$ cat config.mk
export PLATFORM = sky130hd
export DESIGN_NAME = funct_generator_fifo_reader
export DESIGN_NICKNAME = d
export VERILOG_FILES = /design/src/rtl/funct_generator_fifo_reader.sv
export SDC_FILE = /design/constraint.sdc
export NUM_CORES = 1
export LEC_CHECK = 0
export CAP_MARGIN = 30
export CORE_MARGIN = 2
export CORE_UTILIZATION = 47
export DETAILED_ROUTE_END_ITERATION = 6
export PLACE_DENSITY = 0.77
export SKIP_CTS_REPAIR_TIMING = 1
export SLEW_MARGIN = 15
export SYNTH_ARGS = -nofsm -noshare
export SYNTH_HDL_FRONTEND = slang
export SYNTH_SLANG_ARGS = --single-unit
$ cat constraint.sdc
create_clock -name clk -period 2.9 [get_ports clk]
set_input_delay 0.725 -clock clk [delete_from_list [all_inputs] [get_ports clk]]
set_output_delay 0.725 -clock clk [all_outputs]
set_load 0.02 [all_outputs]
$ cat src/rtl/funct_generator_fifo_reader.sv
`default_nettype none
// ============================================================================
// Module   : funct_generator_fifo_reader
// Purpose  : Paces FIFO pops with a programmable tick and presents each word
//            downstream over a valid/ready handshake, flagging underruns.
// Revision : 1.0 - initial release
// ============================================================================
module funct_generator_fifo_reader #(
  parameter int DATA_WIDTH = 8,
  parameter int DIV_WIDTH  = 16
) (
  input  logic                  clk,
  input  logic                  rst,
  input  logic                  start,
  input  logic                  stop,
  input  logic [DIV_WIDTH-1:0]  div,
  input  logic                  fifo_empty,
  output logic                  fifo_rd,
  input  logic [DATA_WIDTH-1:0] fifo_data,
  output logic [DATA_WIDTH-1:0] sample_o,
  output logic                  sample_valid,
  input  logic                  sample_ready,
  input  logic                  clr_underrun,
  output logic                  underrun,
  output logic                  busy
);

  typedef enum logic [2:0] {
    S_IDLE    = 3'd0,
    S_WAIT    = 3'd1,
    S_READ    = 3'd2,
    S_CAPTURE = 3'd3,
    S_PRESENT = 3'd4
  } state_t;

  state_t                r_state;
  state_t                w_state_nxt;
  logic [DIV_WIDTH-1:0]  r_cnt;
  logic                  r_stop_pend;
  logic                  r_underrun;
  logic [DATA_WIDTH-1:0] r_sample;
  logic                  w_tick;
  logic                  w_set_underrun;
  logic                  w_in_xfer;

  assign w_tick         = (r_state != S_IDLE) && (r_cnt == '0);
  assign w_set_underrun = (r_state == S_WAIT) && w_tick && fifo_empty;
  assign w_in_xfer      = (r_state == S_READ) || (r_state == S_CAPTURE) ||
                          (r_state == S_PRESENT);

  always_comb begin
    w_state_nxt = r_state;
    case (r_state)
      S_IDLE:    if (start && !stop) w_state_nxt = S_WAIT;
      // A stop in WAIT outranks a coincident tick so nothing new is popped.
      S_WAIT: begin
        if (stop)                         w_state_nxt = S_IDLE;
        else if (w_tick && !fifo_empty)   w_state_nxt = S_READ;
      end
      S_READ:    w_state_nxt = S_CAPTURE;
      S_CAPTURE: w_state_nxt = S_PRESENT;
      S_PRESENT: begin
        if (sample_ready) w_state_nxt = (r_stop_pend || stop) ? S_IDLE : S_WAIT;
      end
      default:   w_state_nxt = S_IDLE;
    endcase
  end

  always_ff @(posedge clk or posedge rst) begin
    if (rst) begin
      r_state     <= S_IDLE;
      r_cnt       <= '0;
      r_stop_pend <= 1'b0;
    end else begin
      r_state <= w_state_nxt;
      // Counter free-runs in every active state; ticks outside WAIT are simply ignored.
      if (w_state_nxt == S_IDLE)  r_cnt <= '0;
      else if (r_state == S_IDLE) r_cnt <= div;
      else if (r_cnt == '0)       r_cnt <= div;
      else                        r_cnt <= r_cnt - 1'b1;

      if (w_state_nxt == S_IDLE)  r_stop_pend <= 1'b0;
      else if (stop && w_in_xfer) r_stop_pend <= 1'b1;
    end
  end

  always_ff @(posedge clk or posedge rst) begin
    if (rst) begin
      r_sample   <= '0;
      r_underrun <= 1'b0;
    end else begin
      if (r_state == S_CAPTURE) r_sample <= fifo_data;
      if (w_set_underrun)       r_underrun <= 1'b1;
      else if (clr_underrun)    r_underrun <= 1'b0;
    end
  end

  assign fifo_rd      = (r_state == S_READ);
  assign sample_valid = (r_state == S_PRESENT);
  assign busy         = (r_state != S_IDLE);
  assign sample_o     = r_sample;
  assign underrun     = r_underrun;

endmodule
`default_nettype wire

=== Word-level counts from Yosys, hierarchy flattened ===
Index checks and enable logic that the tools add are counted.

* Flip-flop bits (word level): 29
* Output and inout bits: 12
* Word-level logic and storage cells: 40

* Add/sub/neg operators: 1
* Eq/ne operators: 4
* Mux-type cells: 13
* Reductions and logical operators: 17

{| class="wikitable"
|+ Operators by type and width
! cell !! number
|-
| 2-to-1 mux 16 bit || 3
|-
| zero test 16 bit || 1
|-
| subtractor 16 x 1 -> 16 bit, second input constant || 1
|-
| one-hot mux 3 bit (5 select lines) || 1
|-
| 2-to-1 mux 3 bit || 4
|-
| equality test 3 x 2 -> 1 bit, second input constant || 2
|-
| logical AND 1 bit || 6
|-
| zero test 3 bit || 2
|-
| 2-to-1 mux 1 bit || 5
|-
| nonzero test 2 bit || 2
|-
| equality test 3 x 1 -> 1 bit, second input constant || 1
|-
| equality test 3 bit, second input constant || 1
|-
| logical OR 1 bit || 3
|-
| nonzero test 3 bit || 1
|-
| zero test 1 bit || 2
|}

=== Logic depth before layout (Yosys ltp) ===
Gate-level depths: netlist (run 1).

* Word-level depth: 8
* Gate-level depth with buffers: 7

=== Worst setup path before layout (run 1) ===
No wires, ideal clock.

* Path kind: reg2out
* Start: register r_state[0]
* End: output port busy
* Data arrival time: 1.198 ns
* Required time: 2.175 ns
* Setup slack: 0.977 ns
* Cell stages (with the launch flop): 5
* Path buffers: 2
* Cells stage by stage: dfrtp_1 > buf_2 > nor3_4 > clkinv_1 > clkbuf_1

* Word-level cells in the longest chain between the ends: 1

{| class="wikitable"
|+ RTL lines
! item !! RTL line !! source
|-
| from (decl) || 36 || <nowiki>state_t r_state;</nowiki>
|-
| from (signal assigned) || 75 || <nowiki>r_state <= w_state_nxt;</nowiki>
|-
| nonzero test 3 bit || 100 || <nowiki>assign busy = (r_state != S_IDLE);</nowiki>
|-
| to (decl) || 25 || <nowiki>output logic busy</nowiki>
|}

Every way passes these cells.

=== Worst setup path after layout (run 1) ===
* Start: register r_state[0]
* End: output port sample_valid

* Word-level cells in the longest chain between the ends: 1

{| class="wikitable"
|+ RTL lines
! item !! RTL line !! source
|-
| equality test 3 bit || 99 || <nowiki>assign sample_valid = (r_state == S_PRESENT);</nowiki>
|-
| to (decl) || 21 || <nowiki>output logic sample_valid,</nowiki>
|}

Every way passes these cells.

==> results of run 1 <==
registers in the layout, summed over array words and instances, names as in the netlist:
| signal | count |
|---|---|
| sample_o | 8 |
| r_cnt | 16 |
| r_state | 3 |
| r_stop_pend | 1 |
| underrun | 1 |
metrics by stage:
stage | area (um2) | setup WS (ns) | util, %
after floorplan | 1650 | 0.977 | -
after global placement | 2130 | 0.718 | 63.4
after detailed placement | 2130 | 0.701 | 63.4
after CTS | 2170 | 0.309 | 64.6
after global routing | 2170 | 0.198 | 64.6
final | 2170 | 0.315 | 64.6
metal layers:
layer / track usage [%] / wire length, um / up-vias
met3: 6.25 / 200 / 2
met2: 36.0 / 1980 / 41
met4: 4.89 / 23 / 0
li1: - / - / 645
met5: 0 / 0 / -
met1: 27.1 / 1640 / 670
path summary, 6_finish.rpt:
kind                             start  cells past startpoint  slack [ns]            to
setup / recovery            r_state[0]                      2        0.31  sample_valid
setup reg to reg              r_cnt[0]                      7        0.85      r_cnt[5]
max in group asynchronous          rst                      3        1.84      r_cnt[5]
hold / removal             sample_o[0]                      1        0.51   sample_o[0]
hold reg to reg            sample_o[0]                      1        0.51   sample_o[0]
min in group asynchronous          rst                      3        0.78      r_cnt[0]
worst max-delay path: stages (launching register included):
cell	delay [ns]
dfrtp_1	0.52
nor3b_2	0.34
clkdlybuf4s50_1	0.66
power groups by stage:
stage                     clock [W]  sequential (W)  combinational, W
final                      0.000222        0.000665          0.000979
after floorplan                   0        0.000713          0.000624
after global routing       0.000248        0.000684           0.00106
after global placement            0        0.000661          0.000956
after detailed placement          0        0.000672          0.000978
after CTS                  0.000224        0.000664          0.000985
cell type report:
cell class                      instances  area (um2)
Clock buffer                            5        37.5
Clock inverter                          1        5.00
Fill cell                             292        1190
Inverter                                8        30.0
Multi-Input combinational cell        105         867
Sequential cell                        29         726
Tap cell                               46        57.6
Timing Repair Buffer                   46         450
synth_stat cells (all sizes together) (2+ instances only):
master and n:
a311oi 2, o22ai 2, nor3b 2, xor2 8
inv 7, nand2 3, nor4 4, dfrtp 29
a211oi 13, nand4 4, nor2 8, mux2 8
o21ai 5, a21oi 19, nand3 5, xnor2 4
ha 2, buf 4, nor3 3
cells by family (layout without fill, tap and decap cells):
| kind of cell | count (synthesis) | count (layout) | share of synthesized area [%] |
|---|---|---|---|
| AOI/OAI and AO/OA | 46 | 46 | 21.1 |
| xor gates and xnor gates | 12 | 12 | 6.36 |
| adders and majority gates | 2 | 2 | 1.51 |
| buffers and inverters | 13 | 60 | 3.63 |
| DFF | 29 | 29 | 43.9 |
| muxes | 8 | 8 | 5.45 |
| and+or+nand+nor | 37 | 37 | 18.0 |
==> flow_summary.toml, run 1 <==
[critical_path]
required_ns = 2.17
crit_arrival_ns = 1.86
critical_path.startpoint_type = "flop"
end_kind = "primary output"
crit_type = "reg2out"
crit_path_max_fanout = 9

[synthesis]
ys_seq_area_share_pct = 43.9
synthArstFlopShare_pct = 100
netlist_area_mm2 = 0.00165
synth_top_cell_area_share_pct = 43.9
syn_area_per_cell_um2 = 11.2
synth-seq-cells = 29
ys_types = 43
ys_warn_count = 0
synth_nets = 180
synth_top_flop_cell = "dfrtp_1"
post-synth-top-area-cell = "dfrtp_1"
synth.top_cells.by_area = "dfrtp_1 44%, a211oi_2 7.6%, a21oi_1 5.5%, mux2_2 5.5%, xor2_1 4.2%"
syn_inst = 147
synth_edf_count = 0

[power_and_ir_drop]
p_leak_nw = 0.846
vdd_ir_drop_max_mv = 0.439
clockPowerShare_pct = 11.9
switchingPower_w = 0.000796
total_power_w = 0.00186
seqPwrFrac_pct = 35.6
powerDensity_mw_per_mm2 = 858
combPwrFrac_pct = 52.5
internal-power_w = 0.00107
swShare_pct = 42.7

[sta]
fmax_mhz = 387
slew_viol_final = 0
slew_headroom_pct = 65.6
finalSetupTns_ns = 0
layout_worst_path_cycle_share_pct = 89.1
worst_pin_slew_ns = 0.512
skew_ns = 0.00978
min_period_ns = 2.59
hold_viol = 0
holdWs_ns = 0.509
finalSetupViolCount = 0
rsz0062_at_grt = "no"

[cells_and_area]
final_common_cell = "clkdlybuf4s50_1"
diodes = 0
nNetsFinal = 228
drive_above_1_share_pct = 21.6
stdcell_count = 240
final_cell_mix = "42 x clkdlybuf4s50_1, 29 x dfrtp_1, 18 x a21oi_1, 10 x a211oi_2"
area_delta_synth_final_pct = 31.5

[routing]
routed_wl_um = 3840
ant_nets = 0
vias = 1358
dr.pass1.iters = 4
via_per_inst = 5.66
routedWlPerCell_um = 16.0
drc = 0
drtIter0Drc = 62

[job]
drv_cap = 0

[floorplan]
die_w_um = 63.3
placementRows = 21
dieArea_mm2 = 0.00401
initial_core_util_pct = 49.1
core-area_mm2 = 0.00336
die_h_um = 63.3
io_pins = 43

[grt]
grt_pass1_vias = 1457
grt-ovfl-total = 0
antenna_found_initial = 0
grt_max_degree = 30
grt_util_all_layers_pct = 21.3
grt_first_pass_wirelength_um = 6690

[clock_network]
clockBufferDepth = 2
clock_latency_ns = 0.33
clk_pin_slew_ns = 0.09
cts_buffers = 5
tritoncts = "built"
htree_levels = 2
cts.sinks = 29
cts-root-buf = "clkbuf_4"

[placed_design]
port_buffers = 42
gp_congestion = 0.816
dp_hpwl_um = 2730
dp_cells = 234

[hold_path]
hp-class = "reg2reg"

[outcome]
run_status = "completed"
(Power assumes the default switching activity.)
==> inputs of run 2 (changes only) <==
Settings changed: CORE_UTILIZATION 47 to 52, PLACE_DENSITY 0.77 to 0.85, SETUP_SLACK_MARGIN set to 0.02.
==> flow_summary.toml, run 2 (synthesis results as in run 1) <==
[grt]
grt_util_all_layers_pct = 25.6
antenna_found_initial = 0
gr-usage-met3_pct = 9.17
use_met2_pct = 43.8
grt_pass1_vias = 1511
busiest_layer = "met2"
grt_max_degree = 30
grt_first_pass_wirelength_um = 6690
grt_use_met1_pct = 28.7
grt-ovfl-total = 0

[critical_path]
critical_path.startpoint_type = "flop"
rr_worst_depth = 5
cp_cell_sequence = "nor3b_2 > clkdlybuf4s50_1"
rr_endpoint = "r_cnt[1]"
slowest_stage = "clkdlybuf4s50_1"
crit_arrival_ns = 1.94
cp-startpoint = "r_state[0]"
r2r_slack_ns = 0.88
crit_path_max_fanout = 9
r2r_start = "r_cnt[6]"
crit_end = "sample_valid"
slowest_delay_ns = 0.68
required_ns = 2.17
crit_type = "reg2out"
end_kind = "primary output"

[routing]
routedWlPerCell_um = 16.5
drc = 0
routed_wl_um = 3970
via_per_inst = 5.78
drtIter0Drc = 44
dr.pass1.iters = 4
ant_nets = 0
vias = 1387

[cells_and_area]
largest_reg_flops = 16
diodes = 0
seq_area_um2 = 726
fillers = 225
multi_input_area_um2 = 867
drive_above_1_share_pct = 22.4
nNetsFinal = 228
final_util_pct = 73.2
area_delta_synth_final_pct = 34.1
final_common_cell = "clkdlybuf4s50_1"
largest_register = "r_cnt"
final_cell_mix = "42 x clkdlybuf4s50_1, 29 x dfrtp_1, 18 x a21oi_1, 10 x a211oi_2"

[clock_network]
clk_pin_slew_ns = 0.10
clock_latency_ns = 0.34
cts-root-buf = "clkbuf_4"
tritoncts = "built"
cts.sinks = 29
clockBufferDepth = 2
htree_levels = 2
cts_buffers = 5

[placed_design]
gp_congestion = 0.788
dp_hpwl_um = 2750
port_buffers = 42

[sta]
slew_viol_final = 0
skew_ns = 0.0109
min_period_ns = 2.66
finalSetupTns_ns = 0
layout_worst_path_cycle_share_pct = 91.7
finalSetupViolCount = 0
hold_viol = 0
slew_headroom_pct = 64.6
holdWs_ns = 0.514
fmax_mhz = 376
worst_pin_slew_ns = 0.526
rsz0062_at_grt = "no"

[power_and_ir_drop]
combPwrFrac_pct = 49.0
clockPowerShare_pct = 17.9
vdd_ir_drop_max_mv = 0.595
powerDensity_mw_per_mm2 = 907
p_leak_nw = 0.863
swShare_pct = 40.9
seqPwrFrac_pct = 33.1
switchingPower_w = 0.000823
internal-power_w = 0.00119

[outcome]
run_status = "completed"

[floorplan]
core-area_mm2 = 0.00303
die_h_um = 60.4
placementRows = 20
dieArea_mm2 = 0.00365
io_pins = 43
initial_core_util_pct = 54.6
die_w_um = 60.4

[hold_path]
hp-class = "reg2reg"

[job]
drv_cap = 0
run 2: through the flow:
| step | std cells | power (W) | setup WS (ns) | area, um2 |
|---|---|---|---|---|
| finish | 240 | 0.00201 | 0.240 | 2220 |
| global route | 240 | 0.00214 | 0.174 | 2220 |
| CTS | 240 | 0.00202 | 0.254 | 2220 |
| detailed placement | 232 | 0.00165 | 0.641 | 2130 |
| global placement | 232 | 0.00161 | 0.726 | 2130 |
| floorplan | 147 | 0.00134 | 0.977 | 1650 |
run 2: layout make-up:
class / count / area share [%]
flip-flops and latches: 29 / 32.7
repair buffers: 46 / 20.3
clock inverters: 2 / 1.69
multi-input cells: 105 / 39.1
clock buffers: 6 / 2.31
inverters: 8 / 1.35
well taps: 44 / 2.48
run 2: worst min-delay path by stage:
stage	from	endpoint	slack (ns)	cells after the start
2_1_floorplan	r_stop_pend	r_stop_pend	0.50	2
3_3_place_gp	sample_o[2]	sample_o[2]	0.49	1
3_5_place_dp	sample_o[2]	sample_o[2]	0.50	1
4_1_cts	sample_o[0]	sample_o[0]	0.52	1
5_1_grt	sample_o[7]	sample_o[7]	0.54	1
6_report	sample_o[0]	sample_o[0]	0.51	1
run 2: power by group through the flow:
| stage | Sequential [W] | Clock, W | Combinational [W] |
|---|---|---|---|
| after CTS | 0.000664 | 0.000363 | 0.000990 |
| after detailed placement | 0.000671 | 0 | 0.000975 |
| after global routing | 0.000683 | 0.000390 | 0.00107 |
| after global placement | 0.000661 | 0 | 0.000949 |
| final | 0.000666 | 0.000360 | 0.000985 |
| after floorplan | 0.000713 | 0 | 0.000624 |
run 2: worst max-delay path, delay by kind of cell, from the launching register on:
family                 cells  cell delay, ns
DFF                        1            0.52
and+or+nand+nor            1            0.40
buffers and inverters      1            0.68
run 2: metal layers:
layer	vias to the layer above	wire length, um
li1	653	-
met1	675	1480
met2	54	2160
met3	5	280
met4	0	42
met5	-	0
